**config.mk**
```make
export PLATFORM = sky130hd
export DESIGN_NAME = rr_arbiter_mux
export DESIGN_NICKNAME = d
export VERILOG_FILES = /design/src/rtl/rr_arbiter_mux.sv
export SDC_FILE = /design/constraint.sdc
export NUM_CORES = 1
export LEC_CHECK = 0
export ABC_AREA = 1
export CAP_MARGIN = 25
export CORE_MARGIN = 3
export CORE_UTILIZATION = 36
export DETAILED_ROUTE_END_ITERATION = 8
export PLACE_DENSITY = 0.79
export SLEW_MARGIN = 20
export SYNTH_ARGS = -nofsm -noshare
export SYNTH_HDL_FRONTEND = slang
export SYNTH_SLANG_ARGS = --single-unit
```
**constraint.sdc**
```tcl
create_clock -name clk_i -period 4.4 [get_ports clk_i]
set_input_delay 0.88 -clock clk_i [delete_from_list [all_inputs] [get_ports clk_i]]
set_output_delay 0.88 -clock clk_i [all_outputs]
set_load 0.02 [all_outputs]
```
**src/rtl/rr_arbiter_mux.sv**
```systemverilog
// Round-robin arbiter with an N-to-1 flit mux and a one-entry registered output stage.
// With LOCK_EN the grant stays with the winning port until its tail flit has been sent.
module rr_arbiter_mux #(
  parameter int unsigned N       = 5,
  parameter int unsigned W       = 32,
  parameter bit          LOCK_EN = 1'b1,
  parameter int unsigned SW      = (N > 1) ? $clog2(N) : 1
) (
  input  logic            clk_i,
  input  logic            rst_i,
  input  logic [N-1:0]    req_i,
  input  logic [N*W-1:0]  data_i,
  input  logic [N-1:0]    tail_i,
  input  logic            ready_i,
  output logic [N-1:0]    gnt_o,
  output logic [W-1:0]    data_o,
  output logic            tail_o,
  output logic            valid_o,
  output logic [SW-1:0]   sel_o
);

  typedef enum logic [0:0] {StIdle, StLocked} state_e;

  state_e        r_state;
  logic [SW-1:0] r_ptr;
  logic [SW-1:0] r_owner;
  logic [SW-1:0] r_sel;
  logic          r_valid;
  logic          r_tail;
  logic [W-1:0]  r_data;

  logic [2*N-1:0] w_req2;
  logic [N-1:0]   w_rot;
  logic           w_found;
  logic [SW:0]    w_off;
  logic [SW:0]    w_sum;
  logic [SW-1:0]  w_cand;
  logic [SW-1:0]  w_idx;
  logic [N-1:0]   w_onehot;
  logic           w_elig;
  logic           w_can_load;
  logic           w_xfer;
  logic           w_sel_tail;
  logic [W-1:0]   w_data;

  function automatic logic [SW-1:0] wrap_inc(input logic [SW-1:0] x);
    if (32'(x) >= N - 1) return '0;
    return x + SW'(1);
  endfunction

  // Rotate requests so that bit 0 is the port at the round-robin pointer.
  assign w_req2 = {req_i, req_i};
  assign w_rot  = N'(w_req2 >> r_ptr);

  // Find the first requester at or after the pointer (lowest rotated offset wins).
  always_comb begin
    w_found = 1'b0;
    w_off   = '0;
    for (int i = N - 1; i >= 0; i--) begin
      if (w_rot[i]) begin
        w_found = 1'b1;
        w_off   = (SW+1)'(i);
      end
    end
    w_sum  = {1'b0, r_ptr} + w_off;
    w_cand = (w_sum >= (SW+1)'(N)) ? SW'(w_sum - (SW+1)'(N)) : SW'(w_sum);
  end

  // Grant decision: locked owner only, otherwise the round-robin candidate.
  always_comb begin
    w_idx      = (r_state == StLocked) ? r_owner : w_cand;
    w_onehot   = N'(1) << w_idx;
    w_elig     = (r_state == StLocked) ? |(req_i & w_onehot) : w_found;
    w_can_load = !r_valid || ready_i;
    w_xfer     = !rst_i && w_can_load && w_elig;
    gnt_o      = w_onehot & {N{w_xfer}};
    w_sel_tail = |(tail_i & w_onehot);
  end

  // Flit mux: only the selected port's data reaches the output register.
  always_comb begin
    w_data = '0;
    for (int k = 0; k < N; k++) begin
      w_data = w_data | (data_i[k*W +: W] & {W{w_onehot[k]}});
    end
  end

  // Output register, round-robin pointer and packet-lock state.
  always_ff @(posedge clk_i or posedge rst_i) begin
    if (rst_i) begin
      r_state <= StIdle;
      r_ptr   <= '0;
      r_owner <= '0;
      r_sel   <= '0;
      r_valid <= 1'b0;
      r_tail  <= 1'b0;
      r_data  <= '0;
    end else begin
      if (w_xfer) begin
        r_valid <= 1'b1;
        r_data  <= w_data;
        r_tail  <= w_sel_tail;
        r_sel   <= w_idx;
      end else if (ready_i) begin
        r_valid <= 1'b0;
      end
      if (w_xfer) begin
        case (r_state)
          StIdle: begin
            r_ptr <= wrap_inc(w_cand);
            if (LOCK_EN && !w_sel_tail) begin
              r_state <= StLocked;
              r_owner <= w_cand;
            end
          end
          StLocked: begin
            // Tail released: previous owner becomes lowest priority.
            if (w_sel_tail) begin
              r_state <= StIdle;
              r_ptr   <= wrap_inc(r_owner);
            end
          end
          default: r_state <= StIdle;
        endcase
      end
    end
  end

  assign data_o  = r_data;
  assign tail_o  = r_tail;
  assign valid_o = r_valid;
  assign sel_o   = r_sel;

endmodule
```
# After elaboration in Yosys (flattened, before gate mapping)
# Index checks and enable logic that the tools add are counted.
[totals] reg_bits=44 latch_bits=0 ram_bits=0 romBits=0 in_bits=173 out_inout_bits=42 word_cells=70 memories=0
[classes] addsub=4 multipliers=0 div=0 n_lt_le_gt_ge=3 eq_ne=1 n_shift=2 n_mux=29 bitwise=14 reduce_logical=10
[op_table] operator="32-bit bitwise AND" n=5
[op_table] operator="32-bit bitwise OR" n=4
[op_table] operator="3-bit 2-to-1 mux" n=10
[op_table] operator="1-bit 2-to-1 mux" n=16
[op_table] operator="5-bit bitwise AND" n=3
[op_table] operator="5-bit OR reduction" n=2
[op_table] operator="10-bit by 3-bit >> shifter with 5-bit output" n=1
[op_table] operator="4-bit 2-to-1 mux" n=2
[op_table] operator="3-bit by 1-bit adder with 3-bit output (second input constant)" n=2
[op_table] operator="3-bit >= comparator (second input constant)" n=2
[op_table] operator="3-bit one-hot mux with 2 select lines" n=1
[op_table] operator="1-bit by 3-bit left shift with 5-bit output (first input constant)" n=1
[op_table] operator="3-bit by 4-bit adder with 4-bit output" n=1
[op_table] operator="4-bit by 3-bit >= comparator with 1-bit output (second input constant)" n=1
[op_table] operator="3-bit AND reduction" n=1
[op_table] operator="3-bit subtractor (second input constant)" n=1
[op_table] operator="1-bit logical AND" n=2
[op_table] operator="1-bit zero test" n=2
[op_table] operator="2-bit by 1-bit != test with 1-bit output (second input constant)" n=1
[op_table] operator="1-bit inverter" n=2
[op_table] operator="2-bit AND reduction" n=1
[op_table] operator="2-bit nonzero test" n=1
[op_table] operator="1-bit logical OR" n=1

# Logic depth before layout (Yosys ltp)
# Gate-level depths: netlist (run 1).
[logic_depth] ltp_word=19 ltp_mapped=32 ltp_nobuf=29

# Worst setup path after synthesis (run 1)
# OpenSTA, ideal clock, no wires.
[synth_timing] path_type="input -> output" startpoint="input req_i[2]" endpoint="output gnt_o[0]" t_arrival_ns=4.046 required_time_ns=3.520 path_slack_ns=-0.526 path_stages=28 n_path_buf=2 cell_sequence="inv_1 > o21ai_1 > nand2_1 > nand2_1 > nand2_1 > o21ai_1 > inv_1 > a21oi_1 > nor2_1 > ha_1 > fa_1 > inv_1 > ha_1 > nand2_1 > nand3_2 > nand2_4 > nand2_1 > nand3_2 > nand2_4 > nor2_4 > nand3_1 > nand2_1 > inv_2 > nand2_2 > nand2_2 > buf_6 > buf_6 > nor2_1"
[synth_between] elab_chain_len=16 word_cells_on_any_way=22 cone_classes="2 x add/sub; 1 x order compare; 2 x shift; 13 x mux; 2 x bitwise; 2 x reduce/logical"
[synth_rtl] item="start, declared" line_no="11" text="input logic [N-1:0] req_i,"
[synth_rtl] item="10-bit by 3-bit >> shifter with 5-bit output" line_no="53" text="assign w_rot = N'(w_req2 >> r_ptr);"
[synth_rtl] item="3-bit 2-to-1 mux (3 in series)" line_no="60" text="if (w_rot[i]) begin"
[synth_rtl] item="4-bit 2-to-1 mux (2 in series)" line_no="60"
[synth_rtl] item="3-bit by 4-bit adder with 4-bit output" line_no="65" text="w_sum = {1'b0, r_ptr} + w_off;"
[synth_rtl] item="4-bit by 3-bit >= comparator with 1-bit output or 3-bit subtractor (tied branches)" line_no="66" text="w_cand = (w_sum >= (SW+1)'(N)) ? SW'(w_sum - (SW+1)'(N)) : SW'(w_sum);"
[synth_rtl] item="3-bit 2-to-1 mux" line_no="66"
[synth_rtl] item="3-bit 2-to-1 mux" line_no="71" text="w_idx = (r_state == StLocked) ? r_owner : w_cand;"
[synth_rtl] item="1-bit by 3-bit left shift with 5-bit output" line_no="72" text="w_onehot = N'(1) << w_idx;"
[synth_rtl] item="5-bit bitwise AND" line_no="73" text="w_elig = (r_state == StLocked) ? |(req_i & w_onehot) : w_found;"
[synth_rtl] item="5-bit OR reduction" line_no="73"
[synth_rtl] item="1-bit 2-to-1 mux" line_no="73"
[synth_rtl] item="1-bit logical AND" line_no="75" text="w_xfer = !rst_i && w_can_load && w_elig;"
[synth_rtl] item="5-bit bitwise AND *" line_no="76" text="gnt_o = w_onehot & {N{w_xfer}};"
[synth_rtl] item="end, declared" line_no="15" text="output logic [N-1:0] gnt_o,"
# Mark *: on every way between the ends. The rest lies on a longest branch, timed or not.

# Worst setup path after layout (run 1)
[layout_timing] startpoint="input req_i[2]" endpoint="output gnt_o[2]"
# The elaborated chain is that of the path after synthesis.

==> qor.json, run 1 <==
{
  "viasPerCell": {"value": 5.004},
  "worst_ep_required_time": {"value": 3.52, "unit": "ns"},
  "dp_hpwl": {"value": 12.39, "unit": "mm"},
  "chip_height": {"value": 109.3, "unit": "um"},
  "hold_path_end": {"value": "sel_o[1]$_DFFE_PP0P_"},
  "drtAntennaViolNets": {"value": 0},
  "critical_path_peak_fanout": {"value": 8},
  "timing.final.max_slew_violations": {"value": 0},
  "insertion_delay": {"value": 0.30, "unit": "ns"},
  "post_synthesis_register_bit_count": {"value": 44},
  "instances_no_fill": {"value": 994},
  "flow.area_growth_from_synthesis": {"value": 83.76, "unit": "%"},
  "clock_sink_count": {"value": 44},
  "vias": {"value": 4974},
  "clock_skew": {"value": 0.01551, "unit": "ns"},
  "detail_route.drc_violations": {"value": 0},
  "fp.coreArea": {"value": 0.01037, "unit": "mm^2"},
  "num_io_pins": {"value": 215},
  "worstHoldStart": {"value": "sel_o[1]$_DFFE_PP0P_"},
  "layout_cell_share_with_drive_strength_beyond_1": {"value": 0.2413},
  "routed_wire_length_per_instance": {"value": 16.26, "unit": "um"},
  "fmax": {"value": 0.2009, "unit": "GHz"},
  "first_pass_iteration_count_of_the_detailed_router": {"value": 7},
  "timing.final.ws_setup": {"value": -0.5775, "unit": "ns"},
  "timing_worst_setup_path_type": {"value": "input port to primary output"},
  "grt_max_degree": {"value": 49},
  "layout_commonest_cell": {"value": "nand2_1"},
  "synth_seq_area_share": {"value": 0.2865},
  "clkSlewWorstSetupHoldPaths": {"value": 0.08, "unit": "ns"},
  "yosys.area_share.simple": {"value": 0.4762},
  "worst_pin_slew": {"value": 0.6389, "unit": "ns"},
  "max-cap-violations": {"value": 0},
  "combinational_family_with_the_most_area_after_synthesis": {"value": "simple AND/OR/NAND/NOR gates"},
  "tritoncts": {"value": "built"},
  "fin_worst_hold_slack": {"value": 0.4853, "unit": "ns"},
  "die-width": {"value": 109.3, "unit": "um"},
  "layout_worst_path_cycle_share": {"value": 1.131},
  "postSynthCellCount": {"value": 597},
  "reg2regPathDepth": {"value": 27},
  "n_antenna_cell": {"value": 0},
  "violations_in_the_final_reports": {"value": "setup timing"},
  "multiplexer_fraction_of_the_synthesized_cell_area": {"value": 0.007813},
  "finalWorstPathRequiredPeriod": {"value": 4.978, "unit": "ns"},
  "fp.dieArea": {"value": 0.01195, "unit": "mm^2"},
  "grt_overflow": {"value": 0},
  "grt_first_pass_wirelength": {"value": 23.80, "unit": "mm"},
  "initial_core_util": {"value": 0.3707},
  "yosys.area_share.adder": {"value": 0.03451},
  "groute.usage.overall": {"value": 0.2541},
  "port_buffers": {"value": 214},
  "final_net_count": {"value": 1040},
  "number_of_antenna_violations_at_the_first_check_in_global_routing": {"value": 0},
  "critical_path.reg2reg.endpoint": {"value": "data_o[24]$_DFFE_PP0P_"},
  "drt-initial-drc-count": {"value": 423},
  "cts_buffer_depth": {"value": 2},
  "cts-buffers-inserted": {"value": 5},
  "cts.root.buffer_cell": {"value": "clkbuf_8"},
  "place.detailed.instances": {"value": 971},
  "hold_viol": {"value": 0},
  "relSlewSlack": {"value": 0.5741},
  "ys.warnings.count": {"value": 0},
  "holdPathStages": {"value": 2},
  "ff2ff_setup_slack": {"value": -0.05, "unit": "ns"},
  "worstReg2RegStart": {"value": "r_ptr[0]$_DFFE_PP0P_"},
  "crit_path_start_kind": {"value": "input port"},
  "post_synth_design_cell_area": {"value": 0.003844, "unit": "mm^2"},
  "average_footprint_of_a_synthesized_cell": {"value": 6.438, "unit": "um^2"},
  "gp_congestion": {"value": 1.003},
  "post_synth_xor_xnor_area": {"value": 0},
  "rsz0062_at_grt": {"value": "true"},
  "finalSetupViolCount": {"value": 29},
  "outcome": {"value": "finished, violations left"},
  "fp-row-count": {"value": 37},
  "syn-num-nets": {"value": 780},
  "ctsHtreeMaxLevel": {"value": 2},
  "layout_common_cells": {"value": "nand2_1 (224), clkdlybuf4s50_1 (204), nand3_1 (71)"},
  "hp-class": {"value": "register to register"},
  "synth_compound_gate_area_share": {"value": 0.1016},
  "critPathArrivalTime": {"value": 4.10, "unit": "ns"},
  "first_global_vias": {"value": 4748},
  "setup.worst_path.end_class": {"value": "primary output"},
  "synth.distinct_cells": {"value": 32},
  "routed_wirelength": {"value": 16.16, "unit": "mm"}
}
[state kept, by name (all words and copies together), names as in the netlist]
| register | count |
|---|---|
| tail_o | 1 |
| data_o | 32 |
| r_owner | 3 |
| r_ptr | 3 |
| r_state | 1 |
| valid_o | 1 |
| sel_o | 3 |
[synth_stat cells, drive strengths merged]
library cell / instances / area, um^2
a21oi: 3 / 18.77
buf: 28 / 197.7
clkbuf: 1 / 3.750
clkinv: 2 / 7.510
dfrtp: 44 / 1101
fa: 1 / 20.02
ha: 9 / 112.6
inv: 40 / 150.2
mux2i: 3 / 30.03
nand2: 261 / 1045
nand3: 85 / 450.4
nand4: 12 / 75.07
nor2: 53 / 245.2
nor3: 2 / 15.01
o21ai: 49 / 342.8
o21bai: 3 / 22.52
o22ai: 1 / 6.260
[layout make-up]
class	count	area, um^2
fill	874	3307
sequential	44	1102
multi-input combinational	482	2729
inverter	42	175.2
tap	136	170.2
timing repair buffer	282	2765
clock buffer	6	82.58
clock inverter	2	38.79
[per-layer routing]
layer,track usage,vias up,routed length [um],part of all wire
li1,-,2429,-,-
met1,0.3098,2284,6206,0.38
met4,0.07480,0,366,0.023
met2,0.4459,233,8230,0.51
met3,0.05813,28,1357,0.084
met5,0,-,0,0
[kinds of logic after synthesis]
| logic type | after synthesis |
|---|---|
| AND/OR/NAND/NOR | 413 |
| buffers and inverters | 71 |
| AO/OA/AOI/OAI | 56 |
| flip-flops | 44 |
| adder cells (fa/ha/maj) | 10 |
| multiplexers | 3 |
[critical path, cell delays in order]
cell     delay (ns)
buf_8          0.09
inv_8          0.03
o21ai_4        0.13
nand2_2        0.09
nand2_2        0.09
nand2_2        0.05
o21ai_2        0.08
inv_1          0.07
a21oi_2        0.14
nor2_1         0.06
ha_2           0.20
fa_2           0.58
inv_4          0.06
ha_4           0.16
nand2_4        0.07
nand3_4        0.14
nand2_8        0.14
nand3_4        0.09
nand3_4        0.11
nand2_4        0.11
nand4_1        0.09
nand2_1        0.09
nor2_4         0.16
nand2_4        0.08
nand2_8        0.14
nor2_4         0.05
buf_6          0.12
[through the flow]
step | setup TNS (ns) | area, um^2 | worst slack (ns) | util
floorplan | -1.395 | 3976 | -0.2923 | -
global placement | -36.86 | 6538 | -1.387 | 0.6304
detailed placement | -49.23 | 6538 | -1.612 | 0.6304
CTS | -4.124 | 6800 | -0.6035 | 0.6558
global route | -10.00 | 7063 | -0.7179 | 0.6811
finish | -4.475 | 7063 | -0.5775 | 0.6811
[worst max-delay path by stage]
stage	from	to	slack, ns	cells past startpoint
2_1_floorplan	req_i[2]	gnt_o[0]	-0.29	29
3_3_place_gp	req_i[2]	gnt_o[0]	-1.39	29
3_5_place_dp	req_i[2]	gnt_o[0]	-1.61	29
4_1_cts	req_i[3]	gnt_o[2]	-0.60	27
5_1_grt	req_i[3]	gnt_o[2]	-0.72	27
6_report	req_i[2]	gnt_o[2]	-0.58	27
[what timing repair did]
item	4_1_cts	5_1_grt
buffers inserted	5	10
pin swaps	27	33
resized for setup	84	36
setup endpoints to repair	49	49
hold buffers	0	0
cloned	0	1
Power of run 1 is not shown: default switching activity piles up to over one toggle a cycle in this logic, so the estimate is an artifact.
==> inputs of run 2 (changes only) <==
CORE_ASPECT_RATIO = 1.4   (was unset)
==> run 2 against run 1 <==
Net effect: critical endpoint is now gnt_o[3]; register-to-register slack better by 0.10 ns; global-route usage fell by 0.10 points; design area shrank 0.11%; fmax up 1.6%; largest cell class unchanged; first-iteration DRC count fell by 41%; the flow still finishes with violations (setup timing); critical path type unchanged; worst setup slack gained 0.077 ns; worst hold slack worse by 0.0035 ns; critical path depth stayed put.
==> qor.json, run 2 (same netlist as run 1, synthesis figures left out) <==
{
  "worst_ep_required_time": {"value": 3.52, "unit": "ns", "change": "about the same"},
  "holdPathStages": {"value": 2, "change": "unchanged"},
  "grt_max_degree": {"value": 45, "change": "-8.2%"},
  "routed_wire_length_per_instance": {"value": 15.81, "unit": "um", "change": "-2.8%"},
  "gp_congestion": {"value": 0.9492, "change": "-5.4%"},
  "fp.dieArea": {"value": 0.01197, "unit": "mm^2", "change": "+0.15%"},
  "crit_path_start_kind": {"value": "input port"},
  "fmax": {"value": 0.2041, "unit": "GHz", "change": "+1.6%"},
  "insertion_delay": {"value": 0.29, "unit": "ns", "change": "about the same"},
  "design_area": {"value": 0.007056, "unit": "mm^2", "change": "-0.11%"},
  "tritoncts": {"value": "built"},
  "cts-buffers-inserted": {"value": 5, "change": "unchanged"},
  "chip_height": {"value": 128.3, "unit": "um", "change": "+17%"},
  "layout_worst_path_cycle_share": {"value": 1.114, "change": "-0.01758"},
  "layout_cell_share_with_drive_strength_beyond_1": {"value": 0.2354, "change": "-0.005828"},
  "timing_worst_setup_path_type": {"value": "input port to primary output"},
  "finalWorstPathRequiredPeriod": {"value": 4.900, "unit": "ns", "change": "-0.07737 ns"},
  "violations_in_the_final_reports": {"value": "setup timing"},
  "postLayoutCoreUtil": {"value": 0.6781, "change": "-0.003015"},
  "final_net_count": {"value": 1040, "change": "unchanged"},
  "number_of_antenna_violations_at_the_first_check_in_global_routing": {"value": 0, "change": "unchanged"},
  "layout_commonest_cell": {"value": "nand2_1"},
  "relSlewSlack": {"value": 0.6201, "change": "+0.04607"},
  "layout_common_cells": {"value": "nand2_1 (227), clkdlybuf4s50_1 (204), nand3_1 (73)"},
  "worstHoldStart": {"value": "data_o[18]$_DFFE_PP0P_"},
  "viasPerCell": {"value": 5.109, "change": "+2.1%"},
  "cts.root.buffer_cell": {"value": "clkbuf_16"},
  "fin_worst_hold_slack": {"value": 0.4818, "unit": "ns", "change": "-0.003541 ns"},
  "instances_no_fill": {"value": 996, "change": "+0.20%"},
  "timing.final.max_slew_violations": {"value": 0, "change": "unchanged"},
  "drt-initial-drc-count": {"value": 250, "change": "-41%"},
  "port_buffers": {"value": 214, "change": "unchanged"},
  "first_global_vias": {"value": 5180, "change": "+9.1%"},
  "flow.area_growth_from_synthesis": {"value": 83.56, "unit": "%"},
  "drtAntennaViolNets": {"value": 0, "change": "unchanged"},
  "groute.usage.overall": {"value": 0.2531, "change": "-0.001012"},
  "hold_path_end": {"value": "data_o[18]$_DFFE_PP0P_"},
  "setup.worst_path.end_class": {"value": "primary output"},
  "place.detailed.instances": {"value": 967, "change": "-0.41%"},
  "timing.final.ws_setup": {"value": -0.5002, "unit": "ns", "change": "+0.07737 ns"},
  "globalRoute.busiestLayer": {"value": "met2"},
  "filler_cell_count": {"value": 792, "change": "-9.4%"},
  "multi_input_comb_area": {"value": 0.002680, "unit": "mm^2", "change": "-1.8%"},
  "worstReg2RegStart": {"value": "r_ptr[0]$_DFFE_PP0P_"},
  "detail_route.drc_violations": {"value": 0, "change": "unchanged"},
  "grt_first_pass_wirelength": {"value": 24.01, "unit": "mm", "change": "+0.90%"},
  "globalRouteMet3Util": {"value": 0.04345, "change": "-0.01468"},
  "reg2regPathDepth": {"value": 30, "change": "+11%"},
  "critical_path_peak_fanout": {"value": 6, "change": "-2"},
  "clock_skew": {"value": 0.003943, "unit": "ns", "change": "-0.01156 ns"},
  "rsz0062_at_grt": {"value": "true"},
  "num_io_pins": {"value": 215, "change": "unchanged"},
  "path_common_cell": {"value": "nand2_4"},
  "routed_wirelength": {"value": 15.74, "unit": "mm", "change": "-2.6%"},
  "first_pass_iteration_count_of_the_detailed_router": {"value": 5, "change": "-2"},
  "fp.coreArea": {"value": 0.01041, "unit": "mm^2", "change": "+0.34%"},
  "clkSlewWorstSetupHoldPaths": {"value": 0.06, "unit": "ns", "change": "-0.02 ns"},
  "worst_path_largest_cell_delay": {"value": 0.54, "unit": "ns", "change": "-0.04 ns"},
  "n_antenna_cell": {"value": 0, "change": "unchanged"},
  "die-width": {"value": 93.33, "unit": "um", "change": "-15%"},
  "ff2ff_setup_slack": {"value": 0.05, "unit": "ns", "change": "+0.10 ns"},
  "outcome": {"value": "finished, violations left"},
  "placement.cell_area": {"value": 0.006482, "unit": "mm^2", "change": "-0.84%"},
  "fp-row-count": {"value": 44, "change": "+19%"},
  "cts_buffer_depth": {"value": 2, "change": "unchanged"},
  "seqCellArea": {"value": 0.001102, "unit": "mm^2", "change": "unchanged"},
  "critical_path.reg2reg.endpoint": {"value": "r_owner[0]$_DFFE_PP0P_"},
  "critical_path.slowest_cell": {"value": "fa_1"},
  "hold_viol": {"value": 0, "change": "unchanged"},
  "clock_sink_count": {"value": 44, "change": "unchanged"},
  "dp_hpwl": {"value": 11.56, "unit": "mm", "change": "-6.7%"},
  "globalRouteMet2Util": {"value": 0.4587, "change": "+0.01277"},
  "max-cap-violations": {"value": 0, "change": "unchanged"},
  "finalSetupViolCount": {"value": 5, "change": "-83%"},
  "grt_overflow": {"value": 0, "change": "unchanged"},
  "worst_pin_slew": {"value": 0.5698, "unit": "ns", "change": "-0.06911 ns"},
  "initial_core_util": {"value": 0.3694, "change": "-0.001248"},
  "vias": {"value": 5089, "change": "+2.3%"},
  "critPathArrivalTime": {"value": 4.02, "unit": "ns", "change": "-0.08 ns"},
  "grtUsageMet1": {"value": 0.2662, "change": "-0.04357"},
  "largest_register_ffs": {"value": 32, "change": "unchanged"},
  "hp-class": {"value": "register to register"},
  "ctsHtreeMaxLevel": {"value": 2, "change": "unchanged"}
}
==> run 2: per-stage QoR <==
step / setup TNS, ns / setup slack (ns)
5_1_grt: -7.477 / -0.6688
3_5_place_dp: -44.72 / -1.525
3_3_place_gp: -37.59 / -1.419
6_report: -2.473 / -0.5002
4_1_cts: -2.438 / -0.5106
2_1_floorplan: -1.395 / -0.2923
==> run 2: timing repair <==
item | 4_1_cts | 5_1_grt
buffers inserted | 9 | 10
gates resized for setup | 78 | 38
setup endpoints to repair | 49 | 49
pin swaps | 29 | 20
hold buffers | 0 | 0
cloned | 1 | 1
==> run 2: critical path, delay by kind of cell <==
family | cells | cell delay (ns)
and+or+nand+nor | 15 | 1.40
adders and majority gates | 3 | 0.91
AOI/OAI and AO/OA | 4 | 0.44
buffers and inverters | 5 | 0.39
==> run 2: worst max-delay path by stage <==
| stage | start | endpoint |
|---|---|---|
| floorplan | req_i[2] | gnt_o[0] |
| CTS | req_i[0] | gnt_o[2] |
| global route | req_i[2] | gnt_o[2] |
| global placement | req_i[2] | gnt_o[2] |
| detailed placement | req_i[2] | gnt_o[2] |
| finish | req_i[2] | gnt_o[3] |
==> run 2: final cells by class <==
type	count	share of cell area
multi-input combinational	482	0.3799
tap	138	0.02447
clock inverter	2	0.004965
timing repair buffer	282	0.3921
inverter	42	0.02412
clock buffer	6	0.01827
sequential	44	0.1562
==> run 2: layer usage <==
layer | up-vias | wire length (um)
met2 | 275 | 8128
met1 | 2318 | 5548
met4 | 0 | 966
li1 | 2428 | -
met3 | 68 | 1099
met5 | - | 0
Power of run 2 is left out for the same reason.
